[config.mk]
export PLATFORM = sky130hd
export DESIGN_NAME = mul_pipe_flat
export DESIGN_NICKNAME = d
export VERILOG_FILES = /design/src/rtl/mul_pipe_pkg.sv /design/src/rtl/mul_pipe_if.sv /design/src/rtl/mul_pipe_mul.sv /design/src/rtl/mul_pipe.sv /design/src/flat_wrapper.sv
export SDC_FILE = /design/constraint.sdc
export NUM_CORES = 2
export LEC_CHECK = 0
export BUFFER_PORTS_ARGS = -buffer_cell sky130_fd_sc_hd__buf_2
export CAP_MARGIN = 20
export CORE_MARGIN = 2
export CORE_UTILIZATION = 40
export CTS_CLUSTER_DIAMETER = 50
export DETAILED_ROUTE_END_ITERATION = 10
export PLACE_DENSITY = 0.57
export SYNTH_ARGS = -nofsm -noshare
export SYNTH_HDL_FRONTEND = slang
export SYNTH_SLANG_ARGS = --single-unit
[constraint.sdc]
create_clock -name clock -period 7.8 [get_ports clock]
set_clock_uncertainty 0.2 [all_clocks]
set_input_delay 1.95 -clock clock [delete_from_list [all_inputs] [get_ports clock]]
set_output_delay 1.95 -clock clock [all_outputs]
set_load 0.005 [all_outputs]
[src/rtl/mul_pipe_pkg.sv]
// rtl/mul_pipe_pkg.sv - default widths and operand-mode encoding for the pipelined multiplier
package configure;
    localparam int XLEN   = 32;
    localparam int TYP    = 0;
    localparam int STAGES = 3;

    typedef enum logic [1:0] {
        MUL_UU = 2'b00,
        MUL_SS = 2'b01,
        MUL_SU = 2'b10
    } mul_op_t;
endpackage

[src/rtl/mul_pipe_if.sv]
// rtl/mul_pipe_if.sv - issue-side and writeback-side handshake bundle of the multiplier
interface mul_pipe_if #(
    parameter int XLEN = 32,
    parameter int TAGW = 4
);
    import configure::*;

    logic                in_valid;
    logic                in_ready;
    logic [XLEN-1:0]     in_a;
    logic [XLEN-1:0]     in_b;
    logic [1:0]          in_op;
    logic [TAGW-1:0]     in_tag;
    logic                out_valid;
    logic                out_ready;
    logic [2*XLEN-1:0]   out_p;
    logic [TAGW-1:0]     out_tag;

    modport slave (
        input  in_valid, in_a, in_b, in_op, in_tag, out_ready,
        output in_ready, out_valid, out_p, out_tag
    );

    modport master (
        output in_valid, in_a, in_b, in_op, in_tag, out_ready,
        input  in_ready, out_valid, out_p, out_tag
    );
endinterface

[src/rtl/mul_pipe_mul.sv]
// rtl/mul_pipe_mul.sv - combinational unsigned XLEN x XLEN multiplier, reduction style chosen by TYP
module mul #(
    parameter int XLEN = 32,
    parameter int TYP  = 0
) (
    input  logic [XLEN-1:0]   i_a,
    input  logic [XLEN-1:0]   i_b,
    output logic [2*XLEN-1:0] o_p
);
    generate
        if (TYP == 0) begin : g_tree
            // Operator form: the synthesis tool builds its own reduction tree.
            assign o_p = {{XLEN{1'b0}}, i_a} * {{XLEN{1'b0}}, i_b};
        end else begin : g_array
            logic [2*XLEN-1:0] w_acc;
            always_comb begin
                w_acc = '0;
                for (int i = 0; i < XLEN; i++) begin
                    if (i_b[i]) begin
                        w_acc = w_acc + ({{XLEN{1'b0}}, i_a} << i);
                    end
                end
            end
            assign o_p = w_acc;
        end
    endgenerate
endmodule

[src/rtl/mul_pipe.sv]
// rtl/mul_pipe.sv - STAGES-deep handshaked multiplier with signed/unsigned/mixed modes and a carried tag
module mul_pipe #(
    parameter int XLEN   = configure::XLEN,
    parameter int TYP    = configure::TYP,
    parameter int STAGES = configure::STAGES,
    parameter int TAGW   = 4
) (
    input  logic      clock,
    input  logic      reset,
    mul_pipe_if.slave bus
);
    import configure::*;

    logic                              w_adv;
    logic                              w_sa;
    logic                              w_sb;
    logic [XLEN-1:0]                   w_abs_a;
    logic [XLEN-1:0]                   w_abs_b;
    logic [2*XLEN-1:0]                 w_mul_p;
    logic [STAGES-1:1]                 w_vld_at;
    logic [STAGES-1:1]                 w_neg_at;
    logic [STAGES-1:1][TAGW-1:0]       w_tag_at;
    logic [STAGES-1:1][2*XLEN-1:0]     w_prod_at;

    logic [XLEN-1:0]                   r_ma;
    logic [XLEN-1:0]                   r_mb;
    logic                              r_vld1;
    logic                              r_neg1;
    logic [TAGW-1:0]                   r_tag1;
    logic                              r_out_vld;
    logic [TAGW-1:0]                   r_out_tag;
    logic [2*XLEN-1:0]                 r_out_p;

    // One global stall: the whole pipe moves only when the output slot can drain.
    assign w_adv        = !r_out_vld || bus.out_ready;
    assign bus.in_ready = w_adv;

    assign w_sa    = bus.in_a[XLEN-1] && (bus.in_op == MUL_SS || bus.in_op == MUL_SU);
    assign w_sb    = bus.in_b[XLEN-1] && (bus.in_op == MUL_SS);
    assign w_abs_a = w_sa ? -bus.in_a : bus.in_a;
    assign w_abs_b = w_sb ? -bus.in_b : bus.in_b;

    always_ff @(posedge clock) begin
        if (reset) begin
            r_ma   <= '0;
            r_mb   <= '0;
            r_vld1 <= 1'b0;
            r_neg1 <= 1'b0;
            r_tag1 <= '0;
        end else if (w_adv) begin
            r_ma   <= w_abs_a;
            r_mb   <= w_abs_b;
            r_vld1 <= bus.in_valid;
            r_neg1 <= w_sa ^ w_sb;
            r_tag1 <= bus.in_tag;
        end
    end

    mul #(.XLEN(XLEN), .TYP(TYP)) u_mul (
        .i_a (r_ma),
        .i_b (r_mb),
        .o_p (w_mul_p)
    );

    assign w_vld_at[1]  = r_vld1;
    assign w_neg_at[1]  = r_neg1;
    assign w_tag_at[1]  = r_tag1;
    assign w_prod_at[1] = w_mul_p;

    generate
        for (genvar s = 2; s < STAGES; s++) begin : g_mid
            logic              r_vld;
            logic              r_neg;
            logic [TAGW-1:0]   r_tag;
            logic [2*XLEN-1:0] r_prod;

            always_ff @(posedge clock) begin
                if (reset) begin
                    r_vld  <= 1'b0;
                    r_neg  <= 1'b0;
                    r_tag  <= '0;
                    r_prod <= '0;
                end else if (w_adv) begin
                    r_vld  <= w_vld_at[s-1];
                    r_neg  <= w_neg_at[s-1];
                    r_tag  <= w_tag_at[s-1];
                    r_prod <= w_prod_at[s-1];
                end
            end

            assign w_vld_at[s]  = r_vld;
            assign w_neg_at[s]  = r_neg;
            assign w_tag_at[s]  = r_tag;
            assign w_prod_at[s] = r_prod;
        end
    endgenerate

    // Sign is re-applied only at the very end so the middle slots move plain magnitudes.
    always_ff @(posedge clock) begin
        if (reset) begin
            r_out_vld <= 1'b0;
            r_out_tag <= '0;
            r_out_p   <= '0;
        end else if (w_adv) begin
            r_out_vld <= w_vld_at[STAGES-1];
            r_out_tag <= w_tag_at[STAGES-1];
            r_out_p   <= w_neg_at[STAGES-1] ? -w_prod_at[STAGES-1] : w_prod_at[STAGES-1];
        end
    end

    assign bus.out_valid = r_out_vld;
    assign bus.out_tag   = r_out_tag;
    assign bus.out_p     = r_out_p;
endmodule

[src/flat_wrapper.sv]
// flat-port wrapper written by rule: the top's interface ports become plain ports
module mul_pipe_flat import configure::*;
#(
    parameter int XLEN   = configure::XLEN,
    parameter int TYP    = configure::TYP,
    parameter int STAGES = configure::STAGES,
    parameter int TAGW   = 4
)
  (clock, reset, bus_in_valid, bus_in_a, bus_in_b, bus_in_op, bus_in_tag, bus_out_ready, bus_in_ready, bus_out_valid, bus_out_p, bus_out_tag);
  mul_pipe_if #(.XLEN(XLEN), .TAGW(TAGW)) bus_i ();
  input  logic clock;
  input  logic reset;
  input wire logic [$bits(bus_i.in_valid)-1:0] bus_in_valid;
  input wire logic [$bits(bus_i.in_a)-1:0] bus_in_a;
  input wire logic [$bits(bus_i.in_b)-1:0] bus_in_b;
  input wire logic [$bits(bus_i.in_op)-1:0] bus_in_op;
  input wire logic [$bits(bus_i.in_tag)-1:0] bus_in_tag;
  input wire logic [$bits(bus_i.out_ready)-1:0] bus_out_ready;
  output wire logic [$bits(bus_i.in_ready)-1:0] bus_in_ready;
  output wire logic [$bits(bus_i.out_valid)-1:0] bus_out_valid;
  output wire logic [$bits(bus_i.out_p)-1:0] bus_out_p;
  output wire logic [$bits(bus_i.out_tag)-1:0] bus_out_tag;
  assign bus_i.in_valid = bus_in_valid;
  assign bus_i.in_a = bus_in_a;
  assign bus_i.in_b = bus_in_b;
  assign bus_i.in_op = bus_in_op;
  assign bus_i.in_tag = bus_in_tag;
  assign bus_i.out_ready = bus_out_ready;
  assign bus_in_ready = bus_i.in_ready;
  assign bus_out_valid = bus_i.out_valid;
  assign bus_out_p = bus_i.out_p;
  assign bus_out_tag = bus_i.out_tag;
  mul_pipe #(.XLEN(XLEN), .TYP(TYP), .STAGES(STAGES), .TAGW(TAGW)) u_core (.clock(clock), .reset(reset), .bus(bus_i));
endmodule
### Word level (Yosys, flattened, before mapping)

Cells that the tools add are included.

| storage, ports and cells | value |
|---|---|
| latch bits | 0 |
| bits in registers | 209 |
| memories | 0 |
| input bits | 74 |
| memory bits (writable) | 0 |
| output and inout port bits | 70 |
| ROM bits | 0 |

| cells by class | value |
|---|---|
| div/mod/pow operators | 0 |
| $add $sub $neg | 3 |
| $lt $le $gt $ge | 0 |
| multiply operators | 1 |
| bitwise operators | 1 |
| eq/ne operators | 2 |
| muxes and demuxes | 3 |
| reduce and logical (&&, ||, !) cells | 5 |
| shifts and indexed selects | 0 |

Operator list:

| operator | number |
|---|---|
| $mul A32 B32 Y64 | 1 |
| $mux W32 | 2 |
| $mux W64 | 1 |
| $neg A32 Y32 | 2 |
| $neg A64 Y64 | 1 |
| $eq A2 B1 Y1 const B | 1 |
| $eq A2 B2 Y1 const B | 1 |
| $logic_and A1 B1 Y1 | 2 |
| $logic_or A1 B1 Y1 | 2 |
| $logic_not A1 Y1 | 1 |
| $xor A1 B1 Y1 | 1 |

### Longest topological paths before layout

| logic depth | value |
|---|---|
| depth in word-level cells | 4 |
| depth in mapped cells | 27 |
| gate-level depth less buffers | 25 |

### Modules after synthesis

From an unflattened synthesis, not the netlist that was laid out.

| second synthesis, totals | value |
|---|---|
| cells, all modules | 4871 |
| area total of the unflattened synthesis | 42847.3 µm² |

By module, submodules not included:

| module | sequential area each (µm²) | times used | area each (µm²) | cells each |
|---|---|---|---|---|
| mul | 0.0 | 1 | 33211.9 | 3687 |
| mul_pipe | 4184.0 | 1 | 9635.5 | 1184 |

### Least setup slack after synthesis

No wires, ideal clock.

| timing path | value |
|---|---|
| path kind | register -> register |
| from | register u_core.r_mb[8] |
| to | register u_core.g_mid[2].r_prod[57] |
| required time | 7.483 ns |
| cell stages (with the launch flop) | 24 |
| period minus slack after synthesis | 7.305 ns |
| arrival | 6.988 ns |
| setup time | 0.117 ns |
| slack | 0.495 ns |
| path buffers | 1 |
| cell sequence | dfxtp_1 clkbuf_1 nand2_1 fa_1 fa_1 fa_1 fa_1 inv_1 fa_1 fa_1 fa_1 inv_1 fa_1 inv_1 ha_1 and2_1 nand3_1 or3_1 a211oi_1 o21ai_0 a211oi_1 o21ai_0 a21o_1 a32o_1 |

| on the way | value |
|---|---|
| cells in the longest elaborated chain, start to end | 1 |

RTL lines:

| what | RTL line | text |
|---|---|---|
| from (decl) | mul_pipe.sv:26 | `logic [XLEN-1:0] r_mb;` |
| from (signal assigned) | mul_pipe.sv:52 | `r_mb <= w_abs_b;` |
| $mul A32 B32 Y64 | mul_pipe_mul.sv:13 | `assign o_p = {{XLEN{1'b0}}, i_a} * {{XLEN{1'b0}}, i_b};` |
| to (signal assigned) | mul_pipe.sv:87 | `r_prod <= w_prod_at[s-1];` |
| to (decl) | mul_pipe.sv:75 | `logic [2*XLEN-1:0] r_prod;` |

Every way passes these cells.
A chain may end at the register's enable or synchronous reset.

### Worst setup path after layout

| timing path | value |
|---|---|
| from | register u_core.r_ma[22] |
| to | register u_core.g_mid[2].r_prod[57] |

| on the way | value |
|---|---|
| cells in the longest elaborated chain, start to end | 1 |

RTL lines:

| what | RTL line | text |
|---|---|---|
| from (decl) | mul_pipe.sv:25 | `logic [XLEN-1:0] r_ma;` |
| from (signal assigned) | mul_pipe.sv:51 | `r_ma <= w_abs_a;` |
| $mul A32 B32 Y64 | mul_pipe_mul.sv:13 |  |

Every way passes these cells.

==> reports/qor.txt <==
post-DP HPWL -> 102 mm
Cell Area, Synth -> 42800 um2
fmax -> 0.131 GHz
Slowest Stage Delay on Critical Path -> 570 ps
CP startpoint -> u_core.r_ma[22]$_SDFFE_PP0P_
PD cells -> 368 nW/um2
number of global-route vias before repair -> 34936
Slew headroom -> 28.2%
Syn Area/Cell -> 8.83 um2
CTS buffer count -> 34
setup TNS -> 0 ps
Clock Path Buffers -> 3
Pleak -> 23.5 nW
# IOs -> 144
Yosys top cell area share -> 41.9%
Initial Util -> 40.5%
fin crit share -> 97.9%
global-route wire length before repair -> 198 mm
Synth Register Bits -> 209
WHS Path Cells -> 2
most frequent CP cell -> fa_1
outcome -> complete, no violations
fraction of registers with async set/reset -> 0%
clk_lat worst skew -> 540 ps
# nets final -> 6249
Max Cap Viol -> 0
Synth Instances -> 4845
Final Max Slew Viols -> 0
Rows -> 119
syn_nets -> 6082
largest net degree at the start of global routing -> 129
total number of vias -> 32832
CP Max Fanout -> 11
worst reg-to-reg path cell count -> 25
Clock Pin Slew Worst Setup and Hold Paths -> 60 ps
hold wc startpoint -> u_core.bus.out_p[62]$_SDFFE_PP0P_
hold buffers post-CTS -> 0
total gr overflow -> 0
area of the core -> 106000 um2
Root Driver -> clkbuf_16
Routed Wire Length -> 125 mm
CTS tree -> yes
FF+latch area -> 4230 um2
antenna violations before repair -> 10
final core utilization -> 46.0%
# fillers -> 10379
Die X -> 331 um
Final min period -> 7640 ps
fraction of layout cells with a size suffix above 1 -> 11.4%
Synth Flop Type -> dfxtp_1
worst min-delay path category -> reg2reg
post-synthesis cell type count -> 63
Final ANT Viol Nets -> 0
Worst Path Buf+Inv -> 6
Crit path max-delay family -> adder cells
Avg WL per Cell -> 19.4 um
Die H -> 331 um
Startpoint Class -> flip-flop
CP Class -> reg2reg
total track usage -> 23.3%
count of flip-flops with a built-in enable after synthesis -> 0
multi-input logic area -> 34500 um2
Critical Path Stages -> 25
Yosys warnings -> 0
Slowest cell on crit path -> fa_1
Crit path arrival time -> 7850 ps
Setup Viol. Count Final -> 0
Final Hold Fails -> 0
Layout area overhead -> 13.6%
die area -> 110000 um2
CTS H-Tree Depth -> 2
Sink Count -> 209
post-synth top area cell -> fa_1
DR pass1 iterations -> 7
Critical Path Sink Type -> flip-flop
post-DR vias/cell -> 5.10
Seq/Total Area, Yosys -> 9.78%
Worst Max-Slew Pin Slew -> 1070 ps
Req. time, crit path -> 8020 ps
# DRC -> 0
Port Buffers -> 143
GP Congestion -> 0.884
top post-synthesis cells by area -> fa_1 42%, dfxtp_1 9.8%, and2_1 9.3%, ha_1 7.8%, inv_1 7.6%
Crit Reg-Reg Startpoint -> u_core.r_ma[22]$_SDFFE_PP0P_
initial drt markers -> 1864
peak supply drop -> 0.000632 V
worst register-to-register path: cells and delay by family (launching register included):
family                     cells  cell delay [ps]
buffers and inverters          6              530
and+or+nand+nor                4              790
DFF                            1              360
adders and majority gates      9             4340
AOI/OAI and AO/OA              6             1280
through the flow:
stage          cells  hold WS (ps)  power, mW  cell area [um2]  setup WS, ps
2_1_floorplan   4845           232       9.89            42800           495
3_3_place_gp    6350           237       15.5            46700          -409
3_5_place_dp    6351           244       15.6            46800          -395
4_1_cts         6411           252       17.3            48000          2.21
5_1_grt         6432           266       19.5            48600         -7.71
6_report        6433           251       17.9            48600           163
kinds of logic after synthesis:
logic type               Yosys count  synth area share, %
adder cells (fa/ha/maj)         1163                 49.7
flip-flops                       209                 9.78
buffers and inverters           1157                 10.2
AO/OA/AOI/OAI                    529                 7.85
XOR/XNOR                         166                 3.40
AND/OR/NAND/NOR                 1618                 19.0
multiplexers                       3               0.0702
sequential cells by signal (all words and copies together), names as in the netlist:
name,count
u_core.g_mid.r_tag,4
u_core.r_tag1,4
u_core.bus.out_valid,1
u_core.g_mid.r_prod,64
u_core.g_mid.r_neg,1
u_core.bus.out_tag,4
u_core.r_neg1,1
u_core.g_mid.r_vld,1
u_core.r_mb,32
u_core.bus.out_p,64
u_core.r_ma,32
u_core.r_vld1,1
power by group:
part           internal, mW  switching (mW)  leakage, nW
sequential             1.33           0.247         1.74
combinational          6.39            8.33         21.2
clock                 0.985           0.615        0.572
total                  8.71            9.19         23.5
final cells by class:
type | instances | area share [%]
clock buffers | 41 | 1.95
well taps | 1391 | 3.58
clock inverters | 19 | 0.497
diodes | 6 | 0.0309
flip-flops and latches | 209 | 8.71
multi-input cells | 3479 | 71.1
repair buffers | 418 | 7.40
inverters | 870 | 6.74
Yosys cell counts (8+ instances only):
cell type / number
a311oi_1: 16
inv_1: 869
nor3_1: 26
ha_1: 267
and2_1: 637
xor2_1: 101
xnor2_1: 65
nand4_1: 15
fa_1: 896
dfxtp_1: 209
o21ai_0: 112
a21oi_1: 155
nor4_1: 13
nor2b_1: 8
o31ai_1: 29
o21a_1: 9
and3_1: 13
nor2_1: 173
nand2_1: 642
o41ai_1: 9
nand3_1: 21
clkbuf_1: 286
or3_1: 25
o21bai_1: 11
a211oi_1: 105
a31oi_1: 12
a21o_1: 37
worst paths after layout:
kind	slack, ps	endpoint
setup / recovery	160	u_core.g_mid[2].r_prod[57]$_SDFFE_PP0P_
hold / removal	250	u_core.bus.out_p[62]$_SDFFE_PP0P_
setup reg to reg	160	u_core.g_mid[2].r_prod[57]$_SDFFE_PP0P_
hold reg to reg	250	u_core.bus.out_p[62]$_SDFFE_PP0P_
layer usage:
| layer | track usage (%) | share of wire, % |
|---|---|---|
| met2 | 41.0 | 50 |
| met3 | 2.50 | 4.1 |
| met4 | 8.16 | 4.2 |
| met5 | 0 | 0.015 |
| met1 | 29.8 | 41 |
layout by cell type, fill, tap and decap left out, drive strengths merged, types with 5 or more instances in the layout:
cell / netlist / final
nor3: 27 / 27
nand2b: 7 / 7
o41ai: 10 / 10
nor3b: 6 / 6
o31ai: 29 / 29
ha: 267 / 267
o211ai: 7 / 7
o21bai: 11 / 11
xor2: 101 / 101
a21o: 37 / 37
nand2: 642 / 642
or2: 7 / 7
nor2: 173 / 173
xnor2: 65 / 65
a211oi: 105 / 105
o21a: 9 / 9
and3: 13 / 13
o21ai: 114 / 114
clkinv: 0 / 5
and2: 637 / 637
dfxtp: 209 / 209
buf: 1 / 409
nor2b: 8 / 8
diode: 0 / 6
a21oi: 155 / 155
or3: 26 / 26
nand4: 15 / 15
nor4: 16 / 16
a31oi: 12 / 12
clkbuf: 286 / 50
inv: 870 / 877
nand3: 22 / 22
fa: 896 / 896
or4: 8 / 8
a311oi: 16 / 16
timing repair:
action | 4_1_cts | 5_1_grt
pin swaps | 1 | 24
gates cloned | 0 | 8
resized for setup | 5 | 92
setup buffers | 0 | 6
endpoints found under the setup margin | 8 | 32
No activity file was read; power rests on OpenSTA's default activity.
